[config.mk]
export PLATFORM = sky130hd
export DESIGN_NAME = clock_step_controller
export DESIGN_NICKNAME = d
export VERILOG_FILES = /design/src/rtl/clock_step_controller.sv
export SDC_FILE = /design/constraint.sdc
export NUM_CORES = 1
export LEC_CHECK = 0
export BUFFER_PORTS_ARGS = -buffer_cell sky130_fd_sc_hd__buf_2
export CORE_UTILIZATION = 50
export CTS_CLUSTER_DIAMETER = 30
export CTS_CLUSTER_SIZE = 24
export DETAILED_ROUTE_END_ITERATION = 8
export GPL_ROUTABILITY_DRIVEN = 0
export GPL_TIMING_DRIVEN = 0
export PLACE_DENSITY = 0.7
export SLEW_MARGIN = 20
export SYNTH_ARGS = -nofsm -noshare
export SYNTH_HDL_FRONTEND = slang
export SYNTH_SLANG_ARGS = --single-unit
[constraint.sdc]
create_clock -name clk_in -period 2.1 [get_ports clk_in]
set_input_delay 0.63 -clock clk_in [delete_from_list [all_inputs] [get_ports clk_in]]
set_output_delay 0.63 -clock clk_in [all_outputs]
set_load 0.05 [all_outputs]
[src/rtl/clock_step_controller.sv]
// Debug clock-step sequencer: drives the enable of an AND-type clock gate for
// free-run, halt, N-cycle single-step and breakpoint halt of the core clock.
module clock_step_controller #(
    parameter int unsigned STEP_W    = 8,
    parameter int unsigned CNT_W     = 32,
    parameter bit          RESET_RUN = 1'b0
) (
    input  logic              clk_in,
    input  logic              reset,
    input  logic              run_req,
    input  logic              halt_req,
    input  logic              step_req,
    input  logic [STEP_W-1:0] step_count,
    input  logic              breakpoint_hit,
    output logic              clk_enable,
    output logic              running,
    output logic              bp_halted,
    output logic [CNT_W-1:0]  gated_cycles
);

    typedef enum logic [1:0] {
        HALT = 2'd0,
        RUN  = 2'd1,
        STEP = 2'd2
    } state_t;

    state_t            state;
    state_t            state_next;
    logic [STEP_W-1:0] remaining;
    logic [STEP_W-1:0] remaining_next;
    logic [STEP_W-1:0] step_load;
    logic              bp_next;
    logic              step_req_d;
    logic              step_edge;
    logic              bp_seen;
    logic              en_next;

    assign step_edge = step_req & ~step_req_d;
    assign bp_seen   = breakpoint_hit & clk_enable;
    assign step_load = (step_count == '0) ? STEP_W'(1) : step_count;
    assign en_next   = (state == RUN) || ((state == STEP) && (remaining != '0));

    // State register; step_req_d resets high so a held step_req is not an edge.
    always_ff @(posedge clk_in or posedge reset) begin
        if (reset) begin
            if (RESET_RUN) state <= RUN;
            else           state <= HALT;
            remaining  <= '0;
            bp_halted  <= 1'b0;
            running    <= RESET_RUN;
            step_req_d <= 1'b1;
        end else begin
            state      <= state_next;
            remaining  <= remaining_next;
            bp_halted  <= bp_next;
            running    <= (state_next != HALT);
            step_req_d <= step_req;
        end
    end

    // Next-state: halt_req > breakpoint > run_req > step edge.
    always_comb begin
        state_next     = state;
        remaining_next = remaining;
        bp_next        = bp_halted;
        case (state)
            HALT: begin
                if (!halt_req) begin
                    if (run_req) begin
                        state_next = RUN;
                        bp_next    = 1'b0;
                    end else if (step_edge) begin
                        state_next     = STEP;
                        remaining_next = step_load;
                        bp_next        = 1'b0;
                    end
                end
            end
            RUN: begin
                if (halt_req) begin
                    state_next = HALT;
                end else if (bp_seen) begin
                    state_next = HALT;
                    bp_next    = 1'b1;
                end
            end
            STEP: begin
                if (halt_req) begin
                    state_next     = HALT;
                    remaining_next = '0;
                end else if (bp_seen) begin
                    state_next     = HALT;
                    remaining_next = '0;
                    bp_next        = 1'b1;
                end else if (run_req) begin
                    state_next     = RUN;
                    remaining_next = '0;
                end else if (clk_enable) begin
                    remaining_next = remaining - STEP_W'(1);
                    if (remaining == STEP_W'(1)) state_next = HALT;
                end
            end
            default: begin
                state_next     = HALT;
                remaining_next = '0;
            end
        endcase
    end

    // Enable updates on the falling edge so the gated clock cannot glitch.
    always_ff @(negedge clk_in or posedge reset) begin
        if (reset) clk_enable <= 1'b0;
        else       clk_enable <= en_next;
    end

    always_ff @(posedge clk_in or posedge reset) begin
        if (reset)           gated_cycles <= '0;
        else if (clk_enable) gated_cycles <= gated_cycles + CNT_W'(1);
    end

endmodule

==> results_tabular.tex <==
\begin{tabular}{lr}
\hline
Metric & Value \\
\hline
\multicolumn{2}{l}{\textbf{Outcome}} \\
\quad Outcome & complete, but fails checks \\
\quad Failing checks & design-rule violations, negative setup slack \\
\multicolumn{2}{l}{\textbf{Placement}} \\
\quad Count of buffers from port buffering & 48 \\
\quad Estimated wirelength of the detail-placed design & 3380 um \\
\quad Worst setup timing slack at the placement stage & -0.722 ns \\
\multicolumn{2}{l}{\textbf{Timing}} \\
\quad Max transition margin & 0.635 \\
\quad Final worst slack & -0.537 ns \\
\quad Final count of pins violating max slew & 0 \\
\quad Setup Skew & 0.0111 ns \\
\quad Worst-case hold slack & 0.311 ns \\
\quad Slew @ Worst Pin & 0.548 ns \\
\quad Setup violators final & 46 \\
\quad Final Hold Viols & 0 \\
\quad Setup repair after global routing missed its margin & true \\
\multicolumn{2}{l}{\textbf{Floorplan}} \\
\quad Area inside the core boundary & 4470 sq um \\
\quad Die area & 5040 sq um \\
\quad Number of top-level design ports & 49 \\
\quad Chip Height & 71.0 um \\
\quad Floorplan die width & 71.0 um \\
\quad Initial core utilization & 0.532 \\
\quad Site row count & 24 \\
\multicolumn{2}{l}{\textbf{Worst setup path}} \\
\quad Depth of the most critical reg-to-reg path & 7 \\
\quad Start-to-end type of the worst setup path & flop to output pin \\
\quad Critical Path Stages & 1 \\
\quad Data arrival at the endpoint of the critical path & 2.01 ns \\
\quad CP required & 1.47 ns \\
\quad Type of origin of the critical path & flop \\
\quad Cell family with the largest share of critical-path delay & flip-flops \\
\quad Crit path buffers/inverters & 1 \\
\quad Reg2Reg Setup Slack & -0.52 ns \\
\quad Cell with the biggest individual delay on the critical path & sky130\_fd\_sc\_hd\_\_dfrtn\_1 \\
\quad Largest stage delay on the critical path & 0.43 ns \\
\quad Element type at the critical path end & output pin \\
\quad Crit path max fanout & 2 \\
\quad List of cells traversed by the critical path & clkbuf\_4 \\
\quad Reg-to-reg startpoint & clk\_enable \\
\quad Reg-to-reg endpoint & gated\_cycles[26] \\
\multicolumn{2}{l}{\textbf{Yosys}} \\
\quad Post-synthesis net count & 248 \\
\quad Commonest cells in the synthesized netlist & sky130\_fd\_sc\_hd\_\_dfrtp\_1 (44), sky130\_fd\_sc\_hd\_\_xnor2\_1 (22), sky130\_fd\_sc\_hd\_\_nand2\_1 (16), sky130\_fd\_sc\_hd\_\_nor2\_1 (16), sky130\_fd\_sc\_hd\_\_o21ai\_0 (15) \\
\quad Post-synthesis register bit count & 46 \\
\quad Predominant post-synthesis flop cell & sky130\_fd\_sc\_hd\_\_dfrtp\_1 \\
\quad Async set or reset register ratio after synthesis & 1.00 \\
\quad Area share of the leading cell type in the synthesized netlist & 0.462 \\
\quad Largest area contributor in the netlist & sky130\_fd\_sc\_hd\_\_dfrtp\_1 \\
\quad Count leader, synth & sky130\_fd\_sc\_hd\_\_dfrtp\_1 \\
\quad Number of flops mapped to enable cells by yosys & 0 \\
\quad Sequential share of the synthesized area & 0.484 \\
\quad Synth area leaders & sky130\_fd\_sc\_hd\_\_dfrtp\_1 (46\%), sky130\_fd\_sc\_hd\_\_xnor2\_1 (8.1\%), sky130\_fd\_sc\_hd\_\_ha\_1 (4.2\%) \\
\quad Mean cell area of the mapped netlist & 10.5 sq um \\
\quad Syn Std Cell Area & 2380 sq um \\
\quad Number of warnings issued by yosys & 0 \\
\quad Post-synthesis cell count & 226 \\
\quad Distinct cell type count after synthesis & 45 \\
\multicolumn{2}{l}{\textbf{Layout}} \\
\quad Final nets & 325 \\
\quad Final cell utilization of the core & 0.733 \\
\quad Area added between synthesis and finish & 37.7\% \\
\quad Number of fill cells in the layout & 311 \\
\quad Layout cells sized above 1 & 0.431 \\
\quad Antenna Diode Count & 0 \\
\multicolumn{2}{l}{\textbf{Detailed routing}} \\
\quad Number of vias in the routed layout & 1985 \\
\quad Residual DRC count & 4 \\
\quad Number of iterations in the first detailed-routing pass & 8 \\
\quad Avg Vias per Cell & 5.58 \\
\quad Total detailed-routing wirelength & 5480 um \\
\quad Detailed-route wire length per cell & 15.4 um \\
\quad Drt initial violations & 91 \\
\quad Count of nets left with antenna violations after detail routing & 0 \\
\multicolumn{2}{l}{\textbf{Clock tree}} \\
\quad Clk Tree Root Cell & sky130\_fd\_sc\_hd\_\_clkbuf\_8 \\
\quad Maximum number of buffers from clock root to sink & 2 \\
\quad Clock-pin slew reported for the worst setup and hold paths after clock tree synthesis & 0.09 ns \\
\quad Insertion delay of the later-clocked pin in the worst-skew pair & 0.29 ns \\
\quad Clock sink count & 46 \\
\quad Number of buffers added by the clock tree synthesis step & 5 \\
\quad Depth of the CTS H-tree & 2 \\
\quad Clock tree from TritonCTS & built \\
\multicolumn{2}{l}{\textbf{Hold path}} \\
\quad Class of the most critical hold timing path & primary input to async pin \\
\multicolumn{2}{l}{\textbf{GRT}} \\
\quad Number of global-route vias before repair & 1838 \\
\quad Total global routing overflow & 0 \\
\quad GR Util All Layers & 0.210 \\
\quad First-pass GRT wire length & 8460 um \\
\quad Antenna violations before repair & 0 \\
\quad Pin count of the biggest net entering global routing & 47 \\
\multicolumn{2}{l}{\textbf{Power}} \\
\quad Maximum vdd drop & 0.671 mV \\
\quad Leakage dissipation & 1.60 nW \\
\quad Pwr per Cell Area & 1100 nW/um\^{}2 \\
\quad Design Power & 3.61 mW \\
\multicolumn{2}{l}{\textbf{Flow run}} \\
\quad Maximum Capacitance Violations & 0 \\
\hline
\end{tabular}
-- logic make-up after synthesis --
group	Yosys count	synth area share
AOI/OAI and AO/OA	37	0.0930
and+or+nand+nor	86	0.226
adders and majority gates	8	0.0420
DFF	46	0.484
muxes	2	0.00946
xor gates and xnor gates	31	0.114
buffers and inverters	16	0.0315
-- through the flow --
stage          instance area [sq um]  cells  setup TNS [ns]
2_1_floorplan                   2410    226          -26.56
3_3_place_gp                    2720    326          -16.72
3_5_place_dp                    2720    326          -17.50
4_1_cts                         3020    345          -17.81
5_1_grt                         3280    356          -19.21
6_report                        3280    356          -16.35
-- registers in the layout (all words and copies together) (netlist names) --
signal,cells
bp_halted,1
clk_enable,1
gated_cycles,32
remaining,8
running,1
state,2
step_req_d,1
-- layout by cell type, fill, tap and decap left out, types with 4 or more instances in the layout --
| cell | n |
|---|---|
| sky130_fd_sc_hd__buf_2 | 47 |
| sky130_fd_sc_hd__dfrtp_1 | 44 |
| sky130_fd_sc_hd__xnor2_1 | 21 |
| sky130_fd_sc_hd__buf_6 | 13 |
| sky130_fd_sc_hd__nand2_1 | 11 |
| sky130_fd_sc_hd__xor2_1 | 9 |
| sky130_fd_sc_hd__inv_1 | 9 |
| sky130_fd_sc_hd__nor2_1 | 9 |
| sky130_fd_sc_hd__o21ai_1 | 8 |
| sky130_fd_sc_hd__ha_1 | 8 |
| sky130_fd_sc_hd__buf_4 | 8 |
| sky130_fd_sc_hd__nand4_1 | 7 |
| sky130_fd_sc_hd__nand3_1 | 6 |
| sky130_fd_sc_hd__nand3_2 | 6 |
| sky130_fd_sc_hd__and3_1 | 6 |
| sky130_fd_sc_hd__o21ai_2 | 6 |
| sky130_fd_sc_hd__a21oi_1 | 6 |
| sky130_fd_sc_hd__clkbuf_8 | 5 |
| sky130_fd_sc_hd__nand2_2 | 4 |
| sky130_fd_sc_hd__nor2_2 | 4 |
| sky130_fd_sc_hd__nor3_2 | 4 |
-- layer usage --
metal / share of wire / GRT usage
met5: 0 / 0
met4: 0.0047 / 0.0533
met3: 0.026 / 0.0299
met2: 0.49 / 0.341
met1: 0.48 / 0.297
-- what timing repair did --
action / 4_1_cts / 5_1_grt
setup buffers: 10 / 10
cloned: 1 / 1
hold buffers: 0 / 0
hold endpoints to repair: 0 / 0
pin swaps: 11 / 24
endpoints found under the setup margin: 41 / 45
resized for setup: 27 / 47
-- how the worst max path moves through the flow --
stage	from	end	slack, ns
6_report	clk_enable	clk_enable	-0.54
5_1_grt	clk_enable	gated_cycles[28]	-0.57
4_1_cts	clk_enable	gated_cycles[26]	-0.61
3_5_place_dp	clk_enable	gated_cycles[30]	-0.72
2_1_floorplan	clk_enable	gated_cycles[28]	-0.95
3_3_place_gp	clk_enable	gated_cycles[31]	-0.71
-- power breakdown --
group | total, mW | switching [mW] | internal (mW)
registers | 1.29 | 0.242 | 1.05
logic | 1.66 | 0.970 | 0.687
clock network | 0.658 | 0.302 | 0.356
-- layout make-up --
cell class                      count  area (sq um)  share of cell area
Buffer                              6          60.1              0.0183
Clock inverter                      2          37.5              0.0115
Tap cell                           52          65.1              0.0198
Timing Repair Buffer               70           487               0.148
Multi-Input combinational cell    164          1360               0.416
Clock buffer                        6          72.6              0.0221
Sequential cell                    46          1150               0.352
Inverter                           10          41.3              0.0126
(Power assumes the default switching activity.)
